`src/rtl/pwm_refresh_mc.sv`:
```
// pwm_refresh_mc: burst-reads packed PWM on-times from RAM into a shadow vector,
// then commits the shadow atomically to the PWM generator on-vector.
module pwm_refresh_mc #(
    parameter int P_NO_CHANNELS      = 16,
    parameter int P_PWM_RESOLUTION   = 16,
    parameter int P_CH_PER_WORD      = 2,
    parameter int P_RAM_DATA_W       = P_CH_PER_WORD * P_PWM_RESOLUTION,
    parameter int P_NO_WORDS         = P_NO_CHANNELS / P_CH_PER_WORD,
    parameter int P_RAM_ADDR_W       = (P_NO_WORDS > 1) ? $clog2(P_NO_WORDS) : 1,
    parameter int P_RAM_RD_DELAY     = 2,
    parameter int P_COMMIT_IMMEDIATE = 0,
    parameter int P_ON_VEC_W         = P_NO_CHANNELS * P_PWM_RESOLUTION
) (
    input  logic                    clk_ir,
    input  logic                    rst_il,
    output logic                    pwm_ram_rd_en_od,
    output logic [P_RAM_ADDR_W-1:0] pwm_ram_rd_addr_od,
    input  logic [P_RAM_DATA_W-1:0] pwm_ram_rd_data_id,
    input  logic                    pwm_refresh_ih,
    input  logic                    pwm_period_end_ih,
    output logic                    pwm_refresh_busy_od,
    output logic                    pwm_refresh_done_od,
    output logic [P_ON_VEC_W-1:0]   pwm_on_vec_od
);
    localparam int DC_W = (P_RAM_RD_DELAY > 1) ? $clog2(P_RAM_RD_DELAY) : 1;
    localparam logic [P_RAM_ADDR_W-1:0] LAST_WORD = P_RAM_ADDR_W'(P_NO_WORDS - 1);
    localparam logic [DC_W-1:0] LAST_DRAIN = DC_W'(P_RAM_RD_DELAY - 1);

    typedef enum logic [1:0] {IDLE, READ, DRAIN, WAIT_COMMIT} state_t;

    state_t                                    state, state_nxt;
    logic [P_RAM_ADDR_W-1:0]                   addr;
    logic [DC_W-1:0]                           dcnt;
    logic                                      pending;
    logic                                      commit;
    logic [P_ON_VEC_W-1:0]                     shadow;
    logic [P_RAM_RD_DELAY-1:0]                 dl_v;
    logic [P_RAM_RD_DELAY-1:0][P_RAM_ADDR_W-1:0] dl_a;

    assign pwm_ram_rd_en_od    = (state == READ);
    assign pwm_ram_rd_addr_od  = addr;
    assign pwm_refresh_busy_od = (state != IDLE);

    always_comb begin
        state_nxt = state;
        commit    = 1'b0;
        case (state)
            IDLE:        state_nxt = pwm_refresh_ih ? READ : IDLE;
            READ:        state_nxt = (addr == LAST_WORD) ? DRAIN : READ;
            DRAIN:       state_nxt = (dcnt == LAST_DRAIN) ? WAIT_COMMIT : DRAIN;
            WAIT_COMMIT: begin
                commit    = pwm_period_end_ih || (P_COMMIT_IMMEDIATE != 0);
                state_nxt = !commit ? WAIT_COMMIT : (pending || pwm_refresh_ih) ? READ : IDLE;
            end
            default:     state_nxt = IDLE;
        endcase
    end

    always_ff @(posedge clk_ir or negedge rst_il) begin
        if (!rst_il) begin
            state               <= IDLE;
            addr                <= '0;
            dcnt                <= '0;
            pending             <= 1'b0;
            shadow              <= '0;
            dl_v                <= '0;
            dl_a                <= '0;
            pwm_refresh_done_od <= 1'b0;
            pwm_on_vec_od       <= '0;
        end else begin
            state               <= state_nxt;
            addr                <= (state == READ && addr != LAST_WORD) ? addr + 1'b1 : '0;
            dcnt                <= (state == DRAIN && dcnt != LAST_DRAIN) ? dcnt + 1'b1 : '0;
            // a request arriving in the commit cycle is consumed by the restart itself
            pending             <= commit ? 1'b0 : (pending || (pwm_refresh_ih && state != IDLE));
            pwm_refresh_done_od <= commit;
            if (commit)
                pwm_on_vec_od <= shadow;
            dl_v[0] <= pwm_ram_rd_en_od;
            dl_a[0] <= addr;
            for (int i = 1; i < P_RAM_RD_DELAY; i++) begin
                dl_v[i] <= dl_v[i-1];
                dl_a[i] <= dl_a[i-1];
            end
            if (dl_v[P_RAM_RD_DELAY-1])
                for (int j = 0; j < P_CH_PER_WORD; j++)
                    shadow[(int'(dl_a[P_RAM_RD_DELAY-1]) * P_CH_PER_WORD + j) * P_PWM_RESOLUTION +: P_PWM_RESOLUTION]
                        <= pwm_ram_rd_data_id[j*P_PWM_RESOLUTION +: P_PWM_RESOLUTION];
        end
    end
endmodule

```
`config.mk`:
```
export PLATFORM = sky130hd
export DESIGN_NAME = pwm_refresh_mc
export DESIGN_NICKNAME = d
export VERILOG_FILES = /design/src/rtl/pwm_refresh_mc.sv
export SDC_FILE = /design/constraint.sdc
export NUM_CORES = 1
export LEC_CHECK = 0
export ABC_AREA = 0
export CAP_MARGIN = 20
export CORE_MARGIN = 1.5
export CORE_UTILIZATION = 58
export DETAILED_ROUTE_END_ITERATION = 8
export PLACE_DENSITY = 0.86
export SLEW_MARGIN = 5
export SYNTH_ARGS = -nofsm -noshare
export SYNTH_HDL_FRONTEND = slang
export SYNTH_SLANG_ARGS = --single-unit
```
`constraint.sdc`:
```
create_clock -name clk_ir -period 3.9 [get_ports clk_ir]
set_input_delay 0.975 -clock clk_ir [delete_from_list [all_inputs] [get_ports clk_ir]]
set_output_delay 0.975 -clock clk_ir [all_outputs]
set_load 0.01 [all_outputs]
```
# Yosys cells after proc, flatten, opt, wreduce, memory -nomap -nowiden
# Index checks and enable logic that the tools add are counted.
[word_totals]
reg_bits = 528
latchBits = 0
ramBits = 0
romBits = 0
input_bits = 36
output_inout_bits = 262
elab_cells = 44
mem_count = 0
[op_classes]
n_addsub = 5
multipliers = 0
div = 0
n_lt_le_gt_ge = 0
n_eq_ne = 5
n_shift = 4
n_mux = 12
n_bitwise = 1
n_reduce_logical = 7
[op_table]
columns = ["operator", "n"]
rows = [
  ["256-bit bitwise mux", 2],
  ["16-bit by 33-bit variable shift with 256-bit output, first input constant", 2],
  ["16-bit by 33-bit indexed part select with 256-bit output", 2],
  ["8-bit negator with 33-bit output", 1],
  ["9-bit negator with 33-bit output", 1],
  ["2-bit one-hot mux with 4 select lines", 1],
  ["1-bit two-way mux", 6],
  ["4-bit by 1-bit adder with 5-bit output, second input constant", 1],
  ["2-bit == test, second input constant", 2],
  ["2-bit two-way mux", 2],
  ["3-bit by 1-bit adder with 3-bit output, second input constant", 1],
  ["3-bit == test, second input constant", 1],
  ["1-bit logical AND", 3],
  ["3-bit two-way mux", 1],
  ["3-bit != test, second input constant", 1],
  ["2-bit by 1-bit == test with 1-bit output, second input constant", 1],
  ["2-bit logical NOT", 1],
  ["1-bit logical OR", 2],
  ["2-bit nonzero test", 1],
  ["1-bit adder, second input constant", 1],
  ["1-bit inverter", 1],
]

# Logic depth before layout (Yosys ltp)
[logic_depth]
word_depth = 4
mapped_depth = 10
mapped_depth_nobuf = 6

# Least setup slack after synthesis
# No wires, ideal clock.
[synth_timing]
path_kind = "flip-flop to flip-flop"
from = "register dl_a[3] (netlist name)"
to = "register shadow[102]"
setup_time_ps = 125
arrival_ps = 2302
required_ps = 3775
path_slack_ps = 1473
stages_incl_launch_ff = 10
path_buffers = 3
period_less_slack_ps = 2427
cell_sequence = "dfrtp_1 buf_2 inv_1 ha_1 ha_1 buf_2 nand3b_1 nor3_2 buf_6 mux2_2"
[synth_between]
elab_chain_len = 4
elab_cells_between_ends = 9
cone_classes = "add/sub: 3; shift: 4; mux: 2"
[synth_rtl]
columns = ["item", "line_no", "rtl"]
rows = [
  ["from (decl)", "38", "logic [P_RAM_RD_DELAY-1:0][P_RAM_ADDR_W-1:0] dl_a;"],
  ["from (signal, indexed assignment)", "83", "dl_a[i] <= dl_a[i-1];"],
  ["4-bit by 1-bit adder with 5-bit output / 8-bit negator with 33-bit output (equally long branches)", "87, 88", ""],
  ["9-bit negator with 33-bit output (tied with other cells)", "88", "<= pwm_ram_rd_data_id[j*P_PWM_RESOLUTION +: P_PWM_RESOLUTION];"],
  ["16-bit by 33-bit indexed part select with 256-bit output (tied with other cells)", "87", "shadow[(int'(dl_a[P_RAM_RD_DELAY-1]) * P_CH_PER_WORD + j) * P_PWM_RESOLUTION +: P_PWM_RESOLUTION]"],
  ["256-bit bitwise mux (*)", "87", ""],
  ["to (signal assigned)", "65", "shadow <= '0;"],
  ["to (decl)", "36", "logic [P_ON_VEC_W-1:0] shadow;"],
]
# Mark *: on every way between the ends. The rest lies on a longest branch, timed or not.
# A chain may end at the register's enable or synchronous reset.

# Worst setup path after layout
[layout_timing]
from = "register state[0]"
to = "output port pwm_ram_rd_en_od"
[layout_between]
elab_chain_len = 1
[layout_rtl]
columns = ["item", "line_no", "rtl"]
rows = [
  ["from (decl)", "31", "state_t state, state_nxt;"],
  ["from (signal assigned)", "71", "state <= state_nxt;"],
  ["2-bit by 1-bit == test with 1-bit output", "40", "assign pwm_ram_rd_en_od = (state == READ);"],
  ["to (decl)", "16", "output logic pwm_ram_rd_en_od,"],
]
# No other way between the ends.

==> results.txt <==
----------------------------------------------------
[Status]
  Status ... finished, final reports clean

[Global route]
  GRT Resource Usage Total ... 29.59%
  Pin count of the biggest net entering global routing ... 163
  Number of antenna violations at the first check in global routing ... 2
  Via count of the first global-routing pass ... approximately 15000
  Wire length of the first global-routing pass ... 82.68 mm
  Global route total overflow ... 0

[Cells and area]
  Layout cell share with drive strength beyond 1 ... 9.464%
  Fin nets ... 2249
  Most common cell after layout, fill and taps aside ... sky130_fd_sc_hd__nand2_1
  Commonest cells after routing, fill and taps aside ... 887 x sky130_fd_sc_hd__nand2_1, 528 x sky130_fd_sc_hd__dfrtp_1, 296 x sky130_fd_sc_hd__clkdlybuf4s50_1, 122 x sky130_fd_sc_hd__o21ai_0, 88 x sky130_fd_sc_hd__mux2_2
  Layout Utilization ... about three quarters
  Final design area excluding fillers ... about 0.025 mm^2
  Antenna diodes ... 0
  Count of placed standard cells in the final layout, fillers left out ... around 2700
  Syn-to-layout area delta ... 25.87%

[Clocking]
  CTS clock-pin slew for the worst setup and hold paths ... 60 ps
  CTS H-tree lvls ... 2
  Post-CTS setup-driven buffer insertion count ... 0
  Clock net sink count ... 528
  Hold buffer count at CTS ... 0
  Largest buffer count on any clock path ... 3
  Clock insertion delay at the later pin of the skew report ... 550 ps
  Number of buffers created by CTS ... 50
  Clock Root Buffer ... sky130_fd_sc_hd__clkbuf_16
  TritonCTS clock tree ... yes
  Count of instances resized after the clock tree is built ... 0

[Timing]
  Worst Tran Pin Value ... ~970 ps
  Setup repair after global routing missed its margin ... false
  Highest clock frequency the design can meet ... 0.3329 GHz
  Number of hold violations in the final report ... 0
  Setup TNS Final ... 0 ps
  Slew margin rel. ... 35.09%
  Final count of negative-setup-slack endpoints ... 0
  Share of the clock period used by the worst path ... 77.03%
  Pins Over Slew Limit ... 0
  Period minus WS final ... roughly 3000 ps
  Worst clock skew ... 14.06 ps

[Die]
  Starting utilization of the core area ... 58.50%
  Core area ... approximately 0.034 mm^2
  Die footprint ... 0.03579 mm^2
  Row count ... 68
  Die X ... 189.2 um
  I/O Pins ... 298
  Die Ht ... approximately 190 um

[Setup path]
  Maximum fanout along the worst path ... 6
  Worst R2R Setup Slack ... 1010 ps
  Cell count of the worst reg-to-reg path ... 6
  Worst r2r dst ... shadow[230]$_DFFE_PN0P_
  Critical path class ... reg2out
  Data required time at the worst endpoint ... 2920 ps
  Startpoint types ... flip-flop
  Arrival @ worst endpoint ... approximately 2000 ps
  Kind of capture point of the worst setup path ... output port
  Launch point of the worst reg-to-reg path ... dl_a[4]$_DFF_PN0_

[Place]
  Placed inst area ... 0.02358 mm^2
  Weighted congestion at the end of routability-driven global placement ... 0.8519
  Placed Instances ... 2600
  Buffers added on ports ... 297
  HPWL after detailed placement ... 33.75 mm

[Hold path]
  Hold crit path type ... reg2reg
  Start point of the worst min-delay path ... dl_a[0]$_DFF_PN0_
  Worst Hold Path Cells ... 0
  Terminating pin of the worst hold path ... dl_a[3]$_DFF_PN0_

[Logic synthesis]
  Multiplexer share of the synthesized area ... 7.106%
  Xor and xnor fraction of the mapped netlist area ... 0%
  Netlist Area Pre-Place ... slightly above 0.02 mm^2
  Compound-Gate Fraction of Synth Area ... 4.530%
  Dominant combinational cell family by area after synthesis ... simple AND/OR/NAND/NOR gates
  Number of synthesis warnings ... 0
  Post-synthesis adder-cell area fraction ... 0.5600%
  Synthesized instance count ... between 1500 and 2000
  Syn Area/Cell ... 10.45 um^2
  Number of unique standard cell types used by synthesis ... 36
  Dominant cells by area after synthesis ... sky130_fd_sc_hd__dfrtp_1 66%, sky130_fd_sc_hd__nand2_1 17%, sky130_fd_sc_hd__mux2_2 4.9%
  Sequential-to-total area share from yosys stat ... between 60% and 70%
  Largest area contributor in the netlist ... sky130_fd_sc_hd__dfrtp_1
  Post-synthesis register bit count ... 528
  Synth top area share ... 65.71%
  Simple-gate portion of the synthesized area ... 19.24%
  Post-Synthesis Net Count ... 1970

[Route]
  Via-per-instance ratio ... 5.502
  Antenna-violating nets left ... 0
  Number of optimization iterations in the first detailed-route pass ... 5
  Iteration-0 DRC count of the detailed router ... 1325
  Number of DRC violations after detailed routing ... 0
  Final wirelength ... ~52 mm
  Total via count in the routed design ... 14828
  DR WL/cell ... between 15 and 20 um

[Job]
  Max_cap viols ... 0

[Pwr]
  Largest voltage drop on the vdd net ... 0.5343 mV
  Total power divided by cell area ... 836.0 mW/mm^2
  Pwr Total ... 21.16 mW
  Leakage power of the design ... 12.50 nW

----------------------------------------------------
-- worst max-delay path by stage --
stage,start,end,slack [ps]
global placement,pwm_period_end_ih,pwm_on_vec_od[120]$_DFFE_PN0P_,1150
detailed placement,dl_a[4]$_DFF_PN0_,shadow[230]$_DFFE_PN0P_,1070
CTS,state[0]$_DFF_PN0_,pwm_ram_rd_en_od,870
floorplan,dl_a[3]$_DFF_PN0_,shadow[102]$_DFFE_PN0P_,1470
finish,state[0]$_DFF_PN0_,pwm_ram_rd_en_od,900
global route,state[0]$_DFF_PN0_,pwm_ram_rd_en_od,820
-- report_power, final --
| group | internal, mW | switching, mW |
|---|---|---|
| registers | 7.74 | 1.45 |
| clock network | 2.80 | 1.99 |
| logic | 3.47 | 3.70 |
| total | 14.0 | 7.14 |
-- per-stage QoR --
| step | setup slack, ps | hold WS [ps] |
|---|---|---|
| after floorplan | 1473 | 331.2 |
| after global placement | 1146 | 333.9 |
| after detailed placement | 1071 | 334.7 |
| after CTS | 872.6 | 348.3 |
| after global routing | 815.5 | 364.7 |
| final | 895.8 | 347.3 |
-- area by class of cell --
cell class	instances	area, um^2
sequential	528	13210
fill	2231	9064
multi-input combinational	1259	6340
timing repair buffer	331	3420
clock buffer	80	1568
tap	455	569.3
inverter	34	132.6
clock inverter	8	67.56
-- cells in the mapped netlist --
| cell | count |
|---|---|
| sky130_fd_sc_hd__nor4_4 | 2 |
| sky130_fd_sc_hd__nor4b_4 | 1 |
| sky130_fd_sc_hd__mux2_1 | 12 |
| sky130_fd_sc_hd__a21oi_1 | 2 |
| sky130_fd_sc_hd__o21ai_0 | 122 |
| sky130_fd_sc_hd__ha_1 | 9 |
| sky130_fd_sc_hd__and3_1 | 3 |
| sky130_fd_sc_hd__and4_1 | 2 |
| sky130_fd_sc_hd__nor2b_1 | 21 |
| sky130_fd_sc_hd__inv_1 | 32 |
| sky130_fd_sc_hd__mux4_2 | 1 |
| sky130_fd_sc_hd__nor3b_1 | 1 |
| sky130_fd_sc_hd__buf_6 | 5 |
| sky130_fd_sc_hd__buf_2 | 11 |
| sky130_fd_sc_hd__clkinv_1 | 1 |
| sky130_fd_sc_hd__a22o_1 | 32 |
| sky130_fd_sc_hd__nand3b_1 | 4 |
| sky130_fd_sc_hd__nor4b_2 | 1 |
| sky130_fd_sc_hd__o21ai_1 | 2 |
| sky130_fd_sc_hd__nand2b_4 | 1 |
| sky130_fd_sc_hd__nand4_1 | 1 |
| sky130_fd_sc_hd__inv_2 | 1 |
| sky130_fd_sc_hd__nand2_1 | 887 |
| sky130_fd_sc_hd__buf_4 | 1 |
| sky130_fd_sc_hd__nor2_1 | 8 |
| sky130_fd_sc_hd__and2_1 | 21 |
| sky130_fd_sc_hd__nor3_2 | 2 |
| sky130_fd_sc_hd__clkbuf_1 | 87 |
| sky130_fd_sc_hd__nor4b_1 | 1 |
| sky130_fd_sc_hd__mux2i_1 | 28 |
| sky130_fd_sc_hd__or2_2 | 1 |
| sky130_fd_sc_hd__nand3_2 | 1 |
| sky130_fd_sc_hd__mux2_2 | 88 |
| sky130_fd_sc_hd__nand2b_1 | 1 |
| sky130_fd_sc_hd__dfrtp_1 | 528 |
| sky130_fd_sc_hd__nand3_1 | 4 |
-- kinds of logic after synthesis --
logic type               count (synthesis)
AND/OR/NAND/NOR                        963
multiplexers                           129
adder cells (fa/ha/maj)                  9
AO/OA/AOI/OAI                          158
buffers and inverters                  138
flip-flops                             528
-- flip-flops by register name, summed over array words and instances, names as in the netlist --
signal / count
pending: 1
dl_a: 6
shadow: 256
pwm_on_vec_od: 256
pwm_refresh_done_od: 1
dcnt: 1
state: 2
dl_v: 2
pwm_ram_rd_addr_od: 3
-- per-layer routing --
metal | share of wire (%) | GRT usage, % | vias to the layer above
met5 | 0 | 0 | -
met2 | 48 | 46.86 | 631
met4 | 3.6 | 11.29 | 0
met3 | 6.9 | 5.320 | 133
li1 | - | - | 6665
met1 | 42 | 41.27 | 7399
-- worst max-delay path, stage by stage, from the launching register on --
cell	delay, ps
sky130_fd_sc_hd__dfrtp_1	470
sky130_fd_sc_hd__nor2b_1	400
sky130_fd_sc_hd__clkdlybuf4s50_1	620
Power figures use the tool's default switching activity.
